**config.mk**
```make
export PLATFORM = sky130hd
export DESIGN_NAME = pwm_multi
export DESIGN_NICKNAME = d
export VERILOG_FILES = /design/src/rtl/pwm_multi.sv
export SDC_FILE = /design/constraint.sdc
export NUM_CORES = 1
export LEC_CHECK = 0
export CORE_MARGIN = 1.5
export CORE_UTILIZATION = 25
export CTS_CLUSTER_DIAMETER = 60
export DETAILED_ROUTE_END_ITERATION = 8
export HOLD_SLACK_MARGIN = 0.1
export SLEW_MARGIN = 5
export SYNTH_ARGS = -nofsm -noshare
export SYNTH_HDL_FRONTEND = slang
export SYNTH_SLANG_ARGS = --single-unit
```
**constraint.sdc**
```tcl
create_clock -name CLOCK50 -period 5.8 [get_ports CLOCK50]
set_clock_uncertainty 0.15 [all_clocks]
set_input_delay 0.58 -clock CLOCK50 [delete_from_list [all_inputs] [get_ports CLOCK50]]
set_output_delay 0.58 -clock CLOCK50 [all_outputs]
set_load 0.01 [all_outputs]
```
**src/rtl/pwm_multi.sv**
```systemverilog
// Multi-channel PWM generator: one shared period counter, period/duty changes
// double-buffered to period boundaries, optional per-channel duty slew limit.
module pwm_multi #(
  parameter int CHANNELS       = 2,
  parameter int WIDTH          = 20,
  parameter int DEFAULT_PERIOD = 1000000,
  parameter int RAMP_STEP      = 0
) (
  input  logic                      CLOCK50,
  input  logic                      RESET_N,
  input  logic                      enable,
  input  logic                      load,
  input  logic [WIDTH-1:0]          period,
  input  logic [CHANNELS*WIDTH-1:0] duty,
  output logic [CHANNELS-1:0]       pwm_out,
  output logic                      cycle_start,
  output logic [CHANNELS-1:0]       ramping
);

  logic [CHANNELS-1:0][WIDTH-1:0] duty_lanes;
  logic [CHANNELS-1:0][WIDTH-1:0] pend_duty_q, pend_duty_d;
  logic [CHANNELS-1:0][WIDTH-1:0] tgt_duty_q, tgt_duty_d;
  logic [CHANNELS-1:0][WIDTH-1:0] cur_duty_q, cur_duty_d;
  logic [CHANNELS-1:0]            pwm_out_q, pwm_out_d;
  logic [CHANNELS-1:0]            ramping_q, ramping_d;
  logic [WIDTH-1:0]               cnt_q, cnt_d;
  logic [WIDTH-1:0]               act_period_q, act_period_d;
  logic [WIDTH-1:0]               pend_period_q, pend_period_d;
  logic                           pending_valid_q, pending_valid_d;
  logic                           cycle_start_q, cycle_start_d;
  logic                           boundary, apply;

  assign duty_lanes = duty;

  // Step one RAMP_STEP toward tgt; compared at WIDTH+1 bits so the step
  // never wraps past either end of the range.
  function automatic logic [WIDTH-1:0] step_toward(input logic [WIDTH-1:0] cur,
                                                   input logic [WIDTH-1:0] tgt);
    logic [WIDTH:0] cur_x, tgt_x, step_x;
    cur_x  = {1'b0, cur};
    tgt_x  = {1'b0, tgt};
    step_x = (WIDTH+1)'(RAMP_STEP);
    step_toward = tgt;
    if (RAMP_STEP != 0) begin
      if (tgt_x > cur_x) begin
        if (tgt_x - cur_x > step_x) step_toward = WIDTH'(cur_x + step_x);
      end else if (cur_x - tgt_x > step_x) begin
        step_toward = WIDTH'(cur_x - step_x);
      end
    end
  endfunction

  assign boundary = enable && (cnt_q == act_period_q - WIDTH'(1));
  // A load coincident with the boundary sees pending_valid_q of the old
  // contents only, so its values wait for the following boundary.
  assign apply    = boundary && pending_valid_q;

  always_comb begin
    cnt_d = '0;
    if (enable && !boundary) cnt_d = cnt_q + WIDTH'(1);
    act_period_d  = apply ? pend_period_q : act_period_q;
    pend_period_d = pend_period_q;
    if (load) pend_period_d = (period < WIDTH'(2)) ? WIDTH'(2) : period;
    pending_valid_d = load ? 1'b1 : (apply ? 1'b0 : pending_valid_q);
    cycle_start_d   = enable && (cnt_q == '0);
    for (int i = 0; i < CHANNELS; i++) begin
      pend_duty_d[i] = load ? duty_lanes[i] : pend_duty_q[i];
      tgt_duty_d[i]  = apply ? pend_duty_q[i] : tgt_duty_q[i];
      cur_duty_d[i]  = '0;
      if (enable)
        cur_duty_d[i] = boundary ? step_toward(cur_duty_q[i], tgt_duty_d[i]) : cur_duty_q[i];
      pwm_out_d[i] = enable && (cnt_q < cur_duty_q[i]);
      ramping_d[i] = (cur_duty_q[i] != tgt_duty_q[i]);
    end
  end

  always_ff @(posedge CLOCK50 or negedge RESET_N) begin
    if (!RESET_N) begin
      cnt_q           <= '0;
      act_period_q    <= WIDTH'(DEFAULT_PERIOD);
      pend_period_q   <= WIDTH'(DEFAULT_PERIOD);
      pending_valid_q <= 1'b0;
      cycle_start_q   <= 1'b0;
      pend_duty_q     <= '0;
      tgt_duty_q      <= '0;
      cur_duty_q      <= '0;
      pwm_out_q       <= '0;
      ramping_q       <= '0;
    end else begin
      cnt_q           <= cnt_d;
      act_period_q    <= act_period_d;
      pend_period_q   <= pend_period_d;
      pending_valid_q <= pending_valid_d;
      cycle_start_q   <= cycle_start_d;
      pend_duty_q     <= pend_duty_d;
      tgt_duty_q      <= tgt_duty_d;
      cur_duty_q      <= cur_duty_d;
      pwm_out_q       <= pwm_out_d;
      ramping_q       <= ramping_d;
    end
  end

  assign pwm_out     = pwm_out_q;
  assign cycle_start = cycle_start_q;
  assign ramping     = ramping_q;

endmodule

```
# Word level (Yosys, flattened, before mapping)

Index checks and enable logic that the tools add are counted.

Register bits after elaboration: 186
Logic and storage cells: 41
Input bits: 64

Reductions and logical operators: 9
Add/subtract/negate cells: 2
Eq/ne operators: 4
Order comparisons: 3
Muxes and demuxes: 10

Operator list:

| cell                                                        | number |
|---|---|
| two-way mux 20 bit                                          | 8 |
| less-than comparator 20 bit                                 | 2 |
| inequality test 20 bit                                      | 2 |
| adder 20 x 1 -> 20 bit, second input constant               | 1 |
| == test 20 bit                                              | 1 |
| logical NOT 20 bit                                          | 1 |
| less-than comparator 20 x 2 -> 1 bit, second input constant | 1 |
| subtractor 20 x 1 -> 20 bit, second input constant          | 1 |
| logical AND 1 bit                                           | 6 |
| two-way mux 1 bit                                           | 2 |
| inequality test 2 x 1 -> 1 bit, second input constant       | 1 |
| nonzero test 2 bit                                          | 1 |
| logical NOT 1 bit                                           | 1 |

# Depth between registers and ports, before layout

Gate-level depths: netlist of the first run.

Word-level depth: 7
Mapped depth: 11

# Worst setup path before layout of the first run

No wires, ideal clock.

Path kind: register to register
Start point: register act_period_q[0]
End point: register tgt_duty_q[29] (netlist bit)
Setup time: 0.125 ns
Arrival time: 2.881 ns
Stages on the path, launching flop included: 12
Required time: 5.525 ns
Slack: 2.644 ns
Cell sequence: dfrtp_1 -> inv_1 -> ha_1 -> or4b_1 -> clkbuf_1 -> a2111oi_0 -> o21a_1 -> o22ai_1 -> nor4b_4 -> nand4_4 -> buf_6 -> mux2_4

RTL lines:

| item                   | RTL line | text |
|---|---|---|
| start, declared        | 27       | `logic [WIDTH-1:0] act_period_q, act_period_d;` |
| start signal, assigned | 80       | `act_period_q <= WIDTH'(DEFAULT_PERIOD);` |
| start signal, assigned | 91       | `act_period_q <= act_period_d;` |
| end signal, assigned   | 96       | `tgt_duty_q <= tgt_duty_d;` |
| end, declared          | 22       | `logic [CHANNELS-1:0][WIDTH-1:0] tgt_duty_q, tgt_duty_d;` |

==> impl_metrics.py, run 1 <==
metrics = {
    "layout": {
        "nNetsFinal": 1047,
        "final_design_area_no_fill_sq_um": 12000,
        "areaGrowthSynthToFinish_pct": 17.2,
        "multi_input_area_sq_um": 5130,
        "nFillCells": 4111,
        "instances_no_fill": 1480,
        "antenna_cells": 0,
        "regArea_sq_um": 4670,
        "drive_gt1_share_pct": 21.3,
    },
    "route": {
        "drt_iter0_markers": 410,
        "drtAntennaViolNets": 0,
        "vias": 6826,
        "wl_per_cell_um": 16.5,
        "wl_um": 24500,
        "viasPerCell": 4.61,
        "route.detailed.drc": 0,
        "drt-pass1-iter-count": 6,
    },
    "grt": {
        "grt_pass1_wl_um": 39500,
        "overflow": 0,
        "grt_pass1_vias": 6928,
        "antenna_found_initial": 0,
        "grt_start_max_net_pins": 95,
        "track_usage_pct": 12.2,
    },
    "timing": {
        "rsz0062_at_grt": "false",
        "fmax_mhz": 230,
        "finalCriticalPeriod_ps": 4350,
        "fin_tns_setup_ps": 0,
        "final.period_utilization_pct": 74.9,
        "hold_violations": 0,
        "slew_headroom_pct": 32.1,
        "worstMarginPinSlew_ps": 1020,
        "setup_violations": 0,
        "maxSlewViolCount": 0,
    },
    "worst_setup_path": {
        "required_ps": 5980,
        "path_depth": 10,
        "r2r-end": "tgt_duty_q[5]$_DFF_PN0_",
        "rr_startpoint": "act_period_q[0]$_DFFE_PN0P_",
        "cp-endpoint": "tgt_duty_q[5]$_DFF_PN0_",
        "crit_family": "simple AND/OR/NAND/NOR gates",
        "max_stage_delay_ps": 610,
        "critPathCaptureType": "flip-flop",
        "rrSetupSlack_ps": 1450,
        "startpoint": "act_period_q[0]$_DFFE_PN0P_",
        "cp_slowest_cell": "nand4_4",
        "worstPathArrival_ps": 4530,
        "startpoint_type": "flip-flop",
        "crit_buf_inv": 2,
        "crit_chain": "inv_1, ha_1, or4b_1, a2111oi_0, o21a_1, o22ai_1, nor4b_4, nand4_4, buf_4, mux2_1",
        "cp_max_fo": 33,
        "critical_path_class": "flip-flop to flip-flop",
        "worstRegToRegCells": 10,
    },
    "floorplan": {
        "row_count": 73,
        "start_util_pct": 25.5,
        "core_sq_um": 40000,
        "design.portCount": 69,
        "die_area_sq_um": 42000,
        "die_width_um": 205,
        "die_h_um": 205,
    },
    "synthesis": {
        "synth-seq-cells": 186,
        "syn_nets": 996,
        "async_flop_share_pct": 100,
        "synth_cell_types": 55,
        "synth_flop_cell": "dfrtp_1",
        "avgSynthCellArea_sq_um": 11.5,
        "synthCells": 891,
        "synth_edf_count": 0,
        "synth_area_sq_um": 10200,
        "ys_seq_area_share_pct": 45.8,
        "synth-warning-count": 0,
    },
    "worst_hold_path": {
        "hp-class": "flip-flop to flip-flop",
    },
    "clocking": {
        "cts_sinks": 186,
        "cts_root_buf": "clkbuf_16",
        "clkLatencyLatePin_ps": 450,
        "postCtsSetupBuffers": 0,
        "ctsResizeCount": 0,
        "clk_pin_slew_worst_paths_ps": 70,
        "htree_levels": 4,
        "clk_path_buf_depth": 2,
        "cts-buffers-inserted": 17,
        "cts_tree": "done",
    },
    "place": {
        "gp_congestion": 0.882,
        "place_area_sq_um": 11400,
        "dpl.hpwl_um": 17000,
        "port_buffers": 68,
        "placed_cells": 1447,
    },
    "job": {
        "max_cap_viol_count": 0,
    },
    "status": {
        "status": "completed",
    },
    "power_and_ir_drop": {
        "ir_drop_v": 0.000217,
        "leakage_nw": 5.49,
        "power.total_mw": 3.86,
        "power_density_nw_per_um2": 322,
    },
}
## worst reg2reg max path, cell delays in order, from the launching register on
cell and delay, ps:
dfrtp_1 440, inv_1 110, ha_1 310, or4b_1 590, a2111oi_0 480, o21a_1 170, o22ai_1 120, nor4b_4 330
nand4_4 610, buf_4 550, mux2_1 390
## registers in the layout, indices dropped and copies added, names as in the netlist
| name | count |
|---|---|
| act_period_q | 20 |
| pending_valid_q | 1 |
| cur_duty_q | 40 |
| cycle_start | 1 |
| pend_period_q | 20 |
| cnt_q | 20 |
| tgt_duty_q | 40 |
| pend_duty_q | 40 |
| pwm_out | 2 |
| ramping | 2 |
## cells by family (layout without fill, tap and decap cells)
family          count (synthesis)  in the layout  synth area share, %
simple gates                  225            225                 11.6
mux                           201            201                 22.3
flops                         186            186                 45.8
buf+inv                        94            158                 3.97
xor+xnor                       77             77                 6.61
compound gates                 67             67                 4.72
fa+ha+maj                      41             41                 5.03
## routing by layer
layer	track usage (%)	part of all wire [%]
met5	0	0
met4	3.05	1.1
met3	2.35	4.2
met2	18.8	45
met1	17.3	49
## how the worst min path moves through the flow
stage	start	end	slack, ps	cells after the start
final	pend_period_q[2]$_DFFE_PN0P_	act_period_q[2]$_DFFE_PN0P_	350	1
after global routing	enable	cur_duty_q[17]$_DFFE_PN0N_	380	3
after CTS	enable	cur_duty_q[13]$_DFFE_PN0N_	360	3
after detailed placement	pend_period_q[2]$_DFFE_PN0P_	act_period_q[2]$_DFFE_PN0P_	340	1
after global placement	pend_period_q[1]$_DFFE_PN0P_	act_period_q[1]$_DFFE_PN0P_	340	1
after floorplan	RESET_N	act_period_q[0]$_DFFE_PN0P_	130	0
## where the power goes
group          internal, mW  switching, mW  leakage (nW)
registers              1.51          0.232          2.37
clock network         0.609          0.571         0.285
logic                 0.502          0.429          2.84
## cell type report
type / instances / area share (%)
clock buffers: 17 / 3.56
repair buffers: 77 / 6.22
flip-flops and latches: 186 / 39.0
well taps: 525 / 5.49
clock inverters: 15 / 1.27
inverters: 49 / 1.54
multi-input cells: 611 / 42.9
## layout by cell type, fill, tap and decap left out, types with 5 or more instances in the layout
cell / synthesis / routed
a21o_1: 13 / 13
ha_1: 41 / 41
mux2_1: 19 / 19
o21ai_0: 8 / 8
mux2_4: 18 / 18
a211oi_1: 7 / 7
nand4_1: 20 / 20
and3b_1: 7 / 7
and3_1: 19 / 19
xor2_1: 31 / 31
clkdlybuf4s50_1: 0 / 65
dfrtp_1: 172 / 172
mux2_2: 121 / 121
clkbuf_16: 0 / 17
xnor2_1: 46 / 46
buf_4: 0 / 8
inv_6: 0 / 6
dfstp_2: 14 / 14
inv_1: 49 / 49
nand2_1: 89 / 88
a21oi_1: 9 / 9
nor4_1: 17 / 17
nand3_1: 16 / 16
nor2_1: 20 / 20
nand3b_1: 5 / 5
nor3_1: 9 / 9
o2111ai_1: 5 / 5
mux2i_1: 43 / 43
## repair_timing
| action | in CTS | in global routing |
|---|---|---|
| hold endpoints to repair | 61 | 0 |
| hold buffers | 1 | 0 |
| setup endpoints to repair | 0 | 0 |
## synthesized netlist by cell type (all sizes together) (5+ instances only)
cell / n / share of area (%)
nor4: 18 / 1.2
ha: 41 / 5.0
a211oi: 7 / 0.51
a21o: 13 / 0.96
and3b: 7 / 0.60
mux2i: 43 / 4.2
xor2: 31 / 2.7
a21oi: 9 / 0.44
nand2: 89 / 3.3
nor3: 9 / 0.44
nor2: 20 / 0.74
nand3: 16 / 0.78
and3: 19 / 1.2
nand3b: 5 / 0.37
o2111ai: 5 / 0.43
o21ai: 8 / 0.39
dfrtp: 172 / 42
buf: 15 / 1.1
inv: 49 / 1.8
xnor2: 46 / 3.9
nand4: 21 / 1.4
mux2: 158 / 18
dfstp: 14 / 3.6
clkbuf: 30 / 1.1
## metrics by stage
step / setup WS (ps) / utilization, % / hold slack (ps)
after global routing: 1160 / 29.9 / 383
final: 1450 / 29.9 / 353
after floorplan: 2640 / - / 134
after CTS: 1450 / 29.9 / 356
after global placement: 1560 / 28.4 / 337
after detailed placement: 1450 / 28.4 / 345
Note: power is estimated with default switching activity, not from simulation.
==> run 2, diff against run 1 <==
==> constraint.sdc (replaced) <==
create_clock -name CLOCK50 -period 4 [get_ports CLOCK50]
set_clock_uncertainty 0.15 [all_clocks]
set_input_delay 0.4 -clock CLOCK50 [delete_from_list [all_inputs] [get_ports CLOCK50]]
set_output_delay 0.4 -clock CLOCK50 [all_outputs]
set_load 0.01 [all_outputs]
==> impl_metrics.py, run 2 (synthesized netlist as in run 1, its figures left out) <==
metrics = {
    "status": {
        "status": "completed",
    },
    "layout": {
        "layout_commonest_cell": "dfrtp_1",
        "drive_gt1_share_pct": 22.2,
        "antenna_cells": 0,
        "nFillCells": 4119,
        "top_regs": "cur_duty_q x40, pend_duty_q x40, tgt_duty_q x40",
        "nNetsFinal": 1059,
        "final_cell_mix": "172 x dfrtp_1, 121 x mux2_2, 88 x nand2_1",
        "areaGrowthSynthToFinish_pct": 18.6,
    },
    "floorplan": {
        "core_sq_um": 40000,
        "row_count": 73,
        "die_h_um": 205,
        "die_width_um": 205,
        "start_util_pct": 25.5,
        "die_area_sq_um": 42000,
        "design.portCount": 69,
    },
    "power_and_ir_drop": {
        "power_frac_seq_pct": 45.0,
        "p_int_mw": 3.79,
        "combPwrFrac_pct": 25.4,
        "leakage_nw": 5.57,
        "power_density_nw_per_um2": 461,
        "switching_share_pct": 32.1,
        "pwr-share-clk_pct": 29.5,
        "p_sw_mw": 1.79,
        "ir_drop_v": 0.000263,
    },
    "clocking": {
        "cts_root_buf": "clkbuf_16",
        "cts-buffers-inserted": 17,
        "clkLatencyLatePin_ps": 450,
        "postCtsSetupBuffers": 0,
        "htree_levels": 4,
        "cts_tree": "done",
        "cts_sinks": 186,
        "clk_path_buf_depth": 2,
        "clk_pin_slew_worst_paths_ps": 70,
    },
    "grt": {
        "grt_start_max_net_pins": 79,
        "grt_pass1_wl_um": 40300,
        "overflow": 0,
        "grt_pass1_vias": 7037,
        "antenna_found_initial": 0,
        "track_usage_pct": 12.5,
    },
    "worst_setup_path": {
        "critical_path_class": "flip-flop to flip-flop",
        "worstRegToRegCells": 10,
        "crit_family": "simple AND/OR/NAND/NOR gates",
        "cp_max_fo": 31,
        "rr_startpoint": "act_period_q[0]$_DFFE_PN0P_",
        "critPathCaptureType": "flip-flop",
        "max_stage_delay_ps": 610,
        "r2r-end": "tgt_duty_q[5]$_DFF_PN0_",
        "crit_buf_inv": 2,
        "crit_chain": "inv_1, ha_1, or4b_1, nor2_1, and4_1, o2111ai_1, nor4b_4, nand4_4, buf_12, mux2_1",
        "startpoint_type": "flip-flop",
        "cp_slowest_cell": "or4b_1",
        "worstPathArrival_ps": 3850,
        "required_ps": 4170,
        "rrSetupSlack_ps": 330,
    },
    "timing": {
        "timing.hold.ws_ps": 328,
        "hold_violations": 0,
        "fin_tns_setup_ps": 0,
        "slew_headroom_pct": 43.5,
        "worstMarginPinSlew_ps": 848,
        "maxSlewViolCount": 0,
        "fmax_mhz": 272,
        "rsz0062_at_grt": "false",
        "finalCriticalPeriod_ps": 3670,
        "setup_violations": 0,
        "final.period_utilization_pct": 91.8,
    },
    "job": {
        "max_cap_viol_count": 0,
    },
    "route": {
        "drtAntennaViolNets": 0,
        "route.detailed.drc": 0,
        "wl_um": 24800,
        "viasPerCell": 4.59,
        "drt_iter0_markers": 361,
        "wl_per_cell_um": 16.6,
        "vias": 6842,
        "drt-pass1-iter-count": 5,
    },
    "worst_hold_path": {
        "min_to": "cur_duty_q[25]$_DFFE_PN0N_",
        "hold-path-cell-count": 3,
        "hp-class": "primary input to flip-flop",
        "min_from": "enable",
    },
    "place": {
        "gp_congestion": 0.831,
        "dpl.hpwl_um": 17500,
        "port_buffers": 68,
    },
}
## run 2: cell types whose count changed in the layout (fill, tap and decap cells not counted), sizes merged
cell and delta:
buf +12, bufinv -1, clkbuf +1, clkinv -1, clkinvlp +1
## run 2: tightest hold or removal path, cell delays in order
cell	delay, ps
buf_2	280
nand2_1	120
mux2i_1	60
## run 2: per-layer routing
layer / global-route usage [%] / wire, um
met3: 2.51 / 1010
met1: 17.8 / 12200
met4: 3.05 / 211
met5: 0 / 0
met2: 19.1 / 11300
## run 2: area by class of cell
cell class	count	area (sq um)	area share (%)
Sequential cell	186	4670	38.6
Clock inverter	14	125	1.03
Clock buffer	18	439	3.63
Multi-Input combinational cell	611	5130	42.4
Timing Repair Buffer	89	897	7.41
Inverter	49	184	1.52
Tap cell	525	657	5.43
## run 2: how the worst max path moves through the flow
| stage | cells past startpoint | startpoint | to |
|---|---|---|---|
| 2_1_floorplan | 11 | act_period_q[0]$_DFFE_PN0P_ | tgt_duty_q[29]$_DFF_PN0_ |
| 3_3_place_gp | 9 | act_period_q[0]$_DFFE_PN0P_ | tgt_duty_q[4]$_DFF_PN0_ |
| 3_5_place_dp | 10 | act_period_q[0]$_DFFE_PN0P_ | tgt_duty_q[5]$_DFF_PN0_ |
| 4_1_cts | 10 | act_period_q[0]$_DFFE_PN0P_ | tgt_duty_q[5]$_DFF_PN0_ |
| 5_1_grt | 9 | act_period_q[0]$_DFFE_PN0P_ | tgt_duty_q[5]$_DFF_PN0_ |
| 6_report | 10 | act_period_q[0]$_DFFE_PN0P_ | tgt_duty_q[5]$_DFF_PN0_ |
## run 2: power groups by stage
| stage | registers (mW) | clock network, mW | logic [mW] |
|---|---|---|---|
| 5_1_grt | 2.56 | 1.79 | 1.57 |
| 6_report | 2.52 | 1.65 | 1.42 |
| 4_1_cts | 2.52 | 1.71 | 1.44 |
| 2_1_floorplan | 2.43 | 0 | 1.03 |
| 3_3_place_gp | 2.54 | 0 | 1.41 |
| 3_5_place_dp | 2.55 | 0 | 1.42 |
## run 2: timing repair
action	in CTS	in global routing
hold buffers	1	0
gates resized for setup	0	0
setup endpoints to repair	0	0
endpoints found under the hold margin	74	0
## run 2: metrics by stage
stage          power (mW)  instance area (sq um)  std cells  setup WS (ps)  util, %
6_report             5.59                  12100       1492            328     30.3
5_1_grt              5.92                  12100       1492            109     30.3
4_1_cts              5.66                  12100       1492            313     30.3
3_5_place_dp         3.97                  11500       1459            334     28.8
3_3_place_gp         3.95                  11500       1459            412     28.8
2_1_floorplan        3.46                  10200        891            844        -
